==> src/rtl/bitwise_pkg.sv <==
// Shared definitions for the bitwise inverse decoder: opcodes, lane width and FSM encoding.
package bitwise_pkg;

    localparam int LANE_W = 4;

    localparam logic [2:0] OP_AND  = 3'd0;
    localparam logic [2:0] OP_OR   = 3'd1;
    localparam logic [2:0] OP_NAND = 3'd2;
    localparam logic [2:0] OP_NOR  = 3'd3;
    localparam logic [2:0] OP_XOR  = 3'd4;
    localparam logic [2:0] OP_XNOR = 3'd5;

    typedef enum logic [1:0] {
        ST_IDLE = 2'd0,
        ST_RUN  = 2'd1,
        ST_DONE = 2'd2
    } state_t;

    function automatic logic op_is_legal(input logic [2:0] op);
        return (op <= OP_XNOR);
    endfunction

endpackage

==> src/rtl/bitwise_lane_inv.sv <==
// One 4-bit lane of the inverse: recovers b from a and r, flags determined bits and reachability.
module bitwise_lane_inv
    import bitwise_pkg::*;
(
    input  logic [LANE_W-1:0] a,
    input  logic [LANE_W-1:0] r,
    input  logic [2:0]        op,
    output logic [LANE_W-1:0] b,
    output logic [LANE_W-1:0] det,
    output logic              ok
);

    // NAND/NOR reuse the AND/OR rules on the inverted result bit.
    task automatic inv_bit(
        input  logic       ai,
        input  logic       ri,
        input  logic [2:0] opc,
        output logic       bi,
        output logic       di,
        output logic       oki
    );
        logic rx;
        rx  = ri;
        bi  = 1'b0;
        di  = 1'b0;
        oki = 1'b0;
        case (opc)
            OP_AND, OP_NAND: begin
                rx = (opc == OP_NAND) ? ~ri : ri;
                if (ai) begin
                    bi  = rx;
                    di  = 1'b1;
                    oki = 1'b1;
                end else begin
                    oki = ~rx;
                end
            end
            OP_OR, OP_NOR: begin
                rx = (opc == OP_NOR) ? ~ri : ri;
                if (!ai) begin
                    bi  = rx;
                    di  = 1'b1;
                    oki = 1'b1;
                end else begin
                    oki = rx;
                end
            end
            OP_XOR: begin
                bi  = ai ^ ri;
                di  = 1'b1;
                oki = 1'b1;
            end
            OP_XNOR: begin
                bi  = ~(ai ^ ri);
                di  = 1'b1;
                oki = 1'b1;
            end
            default: ;
        endcase
    endtask

    logic bit_b;
    logic bit_det;
    logic bit_ok;

    always_comb begin
        b       = '0;
        det     = '0;
        ok      = 1'b1;
        bit_b   = 1'b0;
        bit_det = 1'b0;
        bit_ok  = 1'b0;
        for (int i = 0; i < LANE_W; i++) begin
            inv_bit(a[i], r[i], op, bit_b, bit_det, bit_ok);
            b[i]   = bit_b;
            det[i] = bit_det;
            ok     = ok & bit_ok;
        end
    end

endmodule

==> src/rtl/bitwise_inverse_seq.sv <==
// Sequential inverse of the bitwise unit: walks the word one lane per clock, LSB lane first.
//   state   | meaning
//   IDLE    | ready for a request (in_ready=1)
//   RUN     | decoding lane lane_idx on each edge
//   DONE    | response held until out_ready
module bitwise_inverse_seq
    import bitwise_pkg::*;
#(
    parameter int WIDTH = 16
) (
    input  logic             clk,
    input  logic             rst,
    input  logic             in_valid,
    output logic             in_ready,
    input  logic [WIDTH-1:0] a_in,
    input  logic [WIDTH-1:0] r_in,
    input  logic [2:0]       op_in,
    output logic             out_valid,
    input  logic             out_ready,
    output logic [WIDTH-1:0] b_out,
    output logic [WIDTH-1:0] det_mask,
    output logic             consistent,
    output logic             err
);

    // WIDTH is expected to be a whole number of lanes.
    localparam int NLANES = WIDTH / LANE_W;
    localparam int IDX_W  = (NLANES > 1) ? $clog2(NLANES) : 1;

    state_t             state;
    logic [IDX_W-1:0]   lane_idx;
    logic [WIDTH-1:0]   a_reg;
    logic [WIDTH-1:0]   r_reg;
    logic [2:0]         op_reg;

    logic [LANE_W-1:0]  lane_a;
    logic [LANE_W-1:0]  lane_r;
    logic [LANE_W-1:0]  lane_b;
    logic [LANE_W-1:0]  lane_det;
    logic               lane_ok;

    assign in_ready  = (state == ST_IDLE);
    assign out_valid = (state == ST_DONE);

    assign lane_a = a_reg[lane_idx*LANE_W +: LANE_W];
    assign lane_r = r_reg[lane_idx*LANE_W +: LANE_W];

    bitwise_lane_inv u_lane (
        .a   (lane_a),
        .r   (lane_r),
        .op  (op_reg),
        .b   (lane_b),
        .det (lane_det),
        .ok  (lane_ok)
    );

    always_ff @(posedge clk) begin
        if (rst) begin
            state      <= ST_IDLE;
            lane_idx   <= '0;
            a_reg      <= '0;
            r_reg      <= '0;
            op_reg     <= '0;
            b_out      <= '0;
            det_mask   <= '0;
            consistent <= 1'b0;
            err        <= 1'b0;
        end else begin
            case (state)
                ST_IDLE: begin
                    if (in_valid) begin
                        b_out    <= '0;
                        det_mask <= '0;
                        lane_idx <= '0;
                        if (op_is_legal(op_in)) begin
                            a_reg      <= a_in;
                            r_reg      <= r_in;
                            op_reg     <= op_in;
                            consistent <= 1'b1;
                            err        <= 1'b0;
                            state      <= ST_RUN;
                        end else begin
                            consistent <= 1'b0;
                            err        <= 1'b1;
                            state      <= ST_DONE;
                        end
                    end
                end
                ST_RUN: begin
                    b_out[lane_idx*LANE_W +: LANE_W]    <= lane_b;
                    det_mask[lane_idx*LANE_W +: LANE_W] <= lane_det;
                    consistent <= consistent & lane_ok;
                    lane_idx   <= lane_idx + 1'b1;
                    if (lane_idx == IDX_W'(NLANES - 1))
                        state <= ST_DONE;
                end
                ST_DONE: begin
                    if (out_ready)
                        state <= ST_IDLE;
                end
                default: state <= ST_IDLE;
            endcase
        end
    end

endmodule

==> config.mk <==
export PLATFORM = sky130hd
export DESIGN_NAME = bitwise_inverse_seq
export DESIGN_NICKNAME = d
export VERILOG_FILES = /design/src/rtl/bitwise_pkg.sv /design/src/rtl/bitwise_lane_inv.sv /design/src/rtl/bitwise_inverse_seq.sv
export SDC_FILE = /design/constraint.sdc
export NUM_CORES = 1
export LEC_CHECK = 0
export CAP_MARGIN = 20
export CORE_UTILIZATION = 50
export DETAILED_ROUTE_END_ITERATION = 8
export GPL_TIMING_DRIVEN = 0
export PLACE_DENSITY = 0.85
export SYNTH_ARGS = -nofsm -noshare
export SYNTH_HDL_FRONTEND = slang
export SYNTH_HIERARCHICAL = 1
export SYNTH_SLANG_ARGS = --single-unit
==> constraint.sdc <==
create_clock -name clk -period 3.35 [get_ports clk]
set_input_delay 0.67 -clock clk [delete_from_list [all_inputs] [get_ports clk]]
set_output_delay 0.67 -clock clk [all_outputs]
set_load 0.05 [all_outputs]
=== Word-level counts from Yosys, hierarchy flattened ===
Index checks and enable logic that the tools add are counted.

* Output and inout bits: 36
* Word-level logic and storage cells: 118
* Register bits: 73
* Input bits: 39

* Bitwise gates (word level): 20
* Reductions and logical operators: 10
* Shifts and indexed selects: 5
* Eq/ne operators: 11
* Muxes and demuxes: 60
* Add/subtract/negate cells: 2
* $lt $le $gt $ge: 1

{| class="wikitable"
|+ Operators by type and width
! kind !! count
|-
| 4-bit by 34-bit variable part select with 16-bit output || 2
|-
| 16-bit one-hot mux with 2 select lines || 2
|-
| 1-bit two-way mux || 35
|-
| 4-bit negation with 34-bit output || 1
|-
| 4-bit by 34-bit variable shift with 16-bit output, first input constant || 1
|-
| 16-bit bitwise mux || 2
|-
| 16-bit by 5-bit variable part select with 4-bit output || 2
|-
| 1-bit one-hot mux with 3 select lines || 8
|-
| 16-bit two-way mux || 1
|-
| 1-bit one-hot mux with 4 select lines || 4
|-
| 1-bit inverter || 12
|-
| 2-bit two-way mux || 5
|-
| 3-bit by 2-bit equality test with 1-bit output, second input constant || 2
|-
| 3-bit equality test, second input constant || 2
|-
| 2-bit one-hot mux with 3 select lines || 1
|-
| 3-bit AND reduction || 2
|-
| 2-bit OR reduction || 3
|-
| 1-bit bitwise AND || 4
|-
| 2-bit equality test, second input constant || 2
|-
| 2-bit != test, second input constant || 2
|-
| 2-bit one-hot mux with 2 select lines || 1
|-
| 2-bit AND reduction || 2
|-
| 1-bit XOR || 4
|-
| 3-bit by 1-bit equality test with 1-bit output, second input constant || 1
|-
| 8 further kinds || 8
|}

=== Logic depth before layout (Yosys ltp) ===
* Word-level depth: 11
* Gate-level depth with buffers: 10
* Mapped depth without buffers: 8

=== Modules after synthesis ===
Netlist, hierarchy kept.

{| class="wikitable"
|+ By module, submodules not included
! module !! cells each !! sequential area each (um^2) !! times used !! area each (um^2)
|-
| bitwise_inverse_seq || 295 || 1461.4 || 1 || 3125.5
|-
| bitwise_lane_inv || 64 || 0.0 || 1 || 410.4
|}

=== Worst setup path before layout ===
OpenSTA, ideal clock, no wires.

* Path type: reg2reg
* Start point: register lane_idx[0]
* End point: register consistent
* Cell stages (with the launch flop): 10
* Arrival time: 2.262 ns
* Period minus slack after synthesis: 2.393 ns
* Slack: 0.957 ns
* Library setup time: 0.131 ns
* Buffers on the path: 2
* Required time: 3.219 ns
* Cells stage by stage: dfxtp_1 buf_2 mux4_2 buf_2 o221a_2 o2111ai_1 nand4_1 and2_1 o21ai_0 a21oi_1

* Elaborated cells between the ends (all ways): 35
* Classes of those cells: shift: 2; mux: 21; bitwise: 12

{| class="wikitable"
|+ RTL lines
! element !! RTL line !! RTL
|-
| from (decl) || bitwise_inverse_seq.sv:31 || <nowiki>logic [IDX_W-1:0] lane_idx;</nowiki>
|-
| from (signal assigned) || bitwise_inverse_seq.sv:93 || <nowiki>lane_idx <= lane_idx + 1'b1;</nowiki>
|-
| 16-bit by 5-bit variable part select with 4-bit output * || bitwise_inverse_seq.sv:46 || <nowiki>assign lane_r = r_reg[lane_idx*LANE_W +: LANE_W];</nowiki>
|-
| named net lane_r[2] || bitwise_inverse_seq.sv:37 || <nowiki>logic [LANE_W-1:0] lane_r;</nowiki>
|-
| 1-bit inverter || bitwise_lane_inv.sv:29, bitwise_lane_inv.sv:39 ||
|-
| 1-bit two-way mux || bitwise_lane_inv.sv:29 || <nowiki>rx = (opc == OP_NAND) ? ~ri : ri;</nowiki>
|-
| 1-bit inverter || bitwise_lane_inv.sv:35 || <nowiki>oki = ~rx;</nowiki>
|-
| 1-bit two-way mux || bitwise_lane_inv.sv:30 || <nowiki>if (ai) begin</nowiki>
|-
| 1-bit one-hot mux with 3 select lines * || bitwise_lane_inv.sv:27 || <nowiki>case (opc)</nowiki>
|-
| 1-bit bitwise AND * (2 in a row) || bitwise_lane_inv.sv:77 || <nowiki>ok = ok & bit_ok;</nowiki>
|-
| named net lane_ok || bitwise_inverse_seq.sv:40 || <nowiki>logic lane_ok;</nowiki>
|-
| 1-bit bitwise AND * || bitwise_inverse_seq.sv:92 || <nowiki>consistent <= consistent & lane_ok;</nowiki>
|-
| 1-bit one-hot mux with 2 select lines * || bitwise_inverse_seq.sv:69 || <nowiki>case (state)</nowiki>
|-
| to (signal assigned) || bitwise_inverse_seq.sv:92 ||
|-
| to (decl) || bitwise_inverse_seq.sv:22 || <nowiki>output logic consistent,</nowiki>
|}

The timed path passes the listed nets; every way through them passes the cells marked *.
A chain may end at the register's enable or synchronous reset.

=== Worst setup path in the final report ===
Ends and elaborated chain as after synthesis.

==> flow_metrics.py <==
metrics = {
    "timing": {
        "fin_crit_ps": 2799,
        "rsz0062_at_grt": "no",
        "fmax_ghz": 0.3573,
        "slew_viol_final": 0,
        "hold_viol": 0,
        "finClkSkew_ps": 4.890,
        "slew_headroom_pct": 61.65,
        "tightestPinTransition_ps": 575.2,
        "setup_ws_ps": 551.0,
        "setup_tns_ps": 0,
        "min_period_over_period_pct": 83.55,
        "finalSetupViolations": 0,
    },
    "detailed_routing": {
        "wirelength_um": 8389,
        "avgRoutedWirePerCell_um": 15.42,
        "drtAntennaViolNets": 0,
        "via_per_inst": 5.597,
        "num_vias": 3045,
        "drc": 0,
        "drt_iter0_drc": 162,
        "dr.pass1.iters": 5,
    },
    "clock_tree": {
        "cts_max_level": 3,
        "post_cts_resized": 0,
        "clockBufferDepth": 2,
        "cts_tree": "yes",
        "cts_root_buf": "clkbuf_8",
        "clk_latency_ps": 350,
        "cts_inserted_buffers": 9,
        "cts.reportedPaths.clkPinSlew_ps": 80,
        "post_cts_buffers": 0,
        "hold_buffers": 0,
        "numClockSinks": 73,
    },
    "worst_hold_path": {
        "whs_endpoint": "a_reg[8]",
        "hold_path.class": "register to register",
        "hold_depth": 2,
        "min_from": "a_reg[8]",
    },
    "floorplan": {
        "die-area_sq_mm": 0.007412,
        "die_h_um": 86.10,
        "initial_utilization_pct": 52.04,
        "core_area_sq_mm": 0.006794,
        "chipWidth_um": 86.10,
        "pin_count": 75,
        "rows": 30,
    },
    "power": {
        "finalPower_mw": 1.954,
        "p_leak_nw": 1.643,
        "peakVddDrop_mv": 0.2607,
        "power.density_mw_per_mm2": 427.9,
    },
    "synthesis": {
        "synth_area_per_cell_sq_um": 9.849,
        "syn_area_sq_mm": 0.003536,
        "synth-edff-count": 0,
        "ys.flop_type": "dfxtp_1",
        "syn_nets": 404,
        "yosysSeqAreaShare_pct": 41.33,
        "ys_top_cells_by_count": "dfxtp_1, nand2b_1, nand4b_1, a22o_1, o21ai_1",
        "yosysTopAreaCell": "dfxtp_1",
        "synth_cell_types": 44,
        "synth_area_leaders": "dfxtp_1, nand4b_1, a22o_1",
        "synthArstFlopShare_pct": 0,
        "yosysMostFrequentCell": "dfxtp_1",
        "synth_cells": 359,
        "synth_top_cell_area_share_pct": 41.33,
        "ys_ff_latch": 73,
        "synth_warnings": 6,
    },
    "setup_path": {
        "worstPathRequired_ps": 3570,
        "start_kind": "register",
        "cp-end-kind": "register",
        "critPathArrivalTime_ps": 3020,
        "r2r_end": "consistent",
        "crit_fanout": 10,
        "timing.rr.start": "lane_idx[0]",
        "critPathKind": "register to register",
        "r2r_slack_ps": 550,
        "reg2reg_depth": 9,
    },
    "place": {
        "gp_congestion": 0.8480,
        "placed_cells": 528,
        "port_buffers": 73,
        "post-place-ws_ps": 563.1,
        "dpl.hpwl_um": 6226,
    },
    "grt": {
        "grt_usage_pct": 23.54,
        "grt_pass1_wl_um": 13480,
        "grt-ovfl-total": 0,
        "grt_max_degree": 14,
        "first_global_vias": 2832,
        "antenna_found_initial": 0,
    },
    "cells_and_area": {
        "drive_gt1_share_pct": 12.72,
        "fin_nets": 488,
        "syn_to_final_growth_pct": 29.16,
        "antenna_cells": 0,
        "final_cells": 544,
    },
    "run_status": {
        "status": "finished clean",
    },
    "job": {
        "maxCapViolations": 0,
    },
}
-- critical path, cell delays in order, from the launching register on --
cell	delay [ps]
dfxtp_1	440
buf_2	350
mux4_2	580
buf_2	190
o221a_2	300
o2111ai_1	210
nand4_1	160
and2_1	210
o21ai_0	150
a21oi_1	80
-- metal layers --
layer | up-vias | part of all wire, % | track usage, %
met1 | 1429 | 47 | 31.36
met3 | 14 | 5.1 | 4.139
met5 | - | 0 | 0
li1 | 1491 | - | -
met4 | 0 | 2.1 | 11.21
met2 | 111 | 46 | 37.01
-- power by group --
part | switching (mW) | leakage [nW] | internal (mW)
clock | 0.334 | 0.0887 | 0.290
combinational | 0.225 | 0.961 | 0.179
sequential | 0.0214 | 0.594 | 0.905
total | 0.581 | 1.64 | 1.37
-- logic make-up (layout without fill, tap and decap cells) --
kind of cell,Yosys count,after routing,share of synthesized area [%]
and+or+nand+nor,125,125,23.25
AOI/OAI and AO/OA,92,92,18.44
DFF,73,73,41.33
buffers and inverters,42,131,6.263
muxes,12,12,6.369
xor gates and xnor gates,9,9,2.229
adders and majority gates,6,6,2.123
-- cell type report --
type                            count  area, sq um
Clock inverter                      6        42.54
Tap cell                           96        120.1
Clock buffer                       10        137.6
Multi-Input combinational cell    244         1853
Fill cell                         553         2227
Buffer                             35        195.2
Inverter                            7        26.28
Timing Repair Buffer               73        730.7
Sequential cell                    73         1461
-- through the flow --
step / utilization (%) / instance area, sq um / hold WS [ps]
6_report: 67.22 / 4567 / 463.2
5_1_grt: 67.22 / 4567 / 480.5
4_1_cts: 67.22 / 4567 / 463.6
3_5_place_dp: 64.57 / 4387 / 450.8
3_3_place_gp: 64.57 / 4387 / 448.1
2_1_floorplan: - / 3536 / 439.0
-- worst max path at each step --
stage          slack, ps         end        start  cells past startpoint
2_1_floorplan        960  consistent  lane_idx[0]                      9
5_1_grt              400  consistent  lane_idx[0]                      9
4_1_cts              540  consistent  lane_idx[0]                      9
3_3_place_gp         640  consistent  lane_idx[0]                      9
3_5_place_dp         560  consistent  lane_idx[0]                      9
6_report             550  consistent  lane_idx[0]                      9
-- cell usage in the layout, fill, tap and decap left out, types with 2 or more instances in the layout --
| cell type | n |
|---|---|
| clkinvlp_4 | 2 |
| o21ai_1 | 29 |
| and4_1 | 2 |
| nor2b_1 | 2 |
| mux2_2 | 4 |
| clkinv_2 | 2 |
| a21oi_2 | 4 |
| clkdlybuf4s50_1 | 73 |
| a21oi_1 | 3 |
| buf_6 | 3 |
| and2_1 | 2 |
| o22ai_1 | 2 |
| nor3b_1 | 5 |
| nand4b_1 | 34 |
| xor2_1 | 4 |
| nor2_1 | 17 |
| dfxtp_1 | 73 |
| xnor2_1 | 5 |
| buf_4 | 3 |
| a22o_1 | 32 |
| nand2_1 | 15 |
| and4b_1 | 2 |
| inv_1 | 7 |
| o21a_1 | 4 |
| o21ai_0 | 6 |
| clkbuf_1 | 11 |
| nor4b_1 | 2 |
| nor3_1 | 4 |
| buf_2 | 16 |
| ha_1 | 6 |
| o221ai_1 | 4 |
| mux4_2 | 8 |
| nor4_1 | 2 |
| clkbuf_8 | 11 |
| nand2b_1 | 35 |
(Power assumes the default switching activity.)
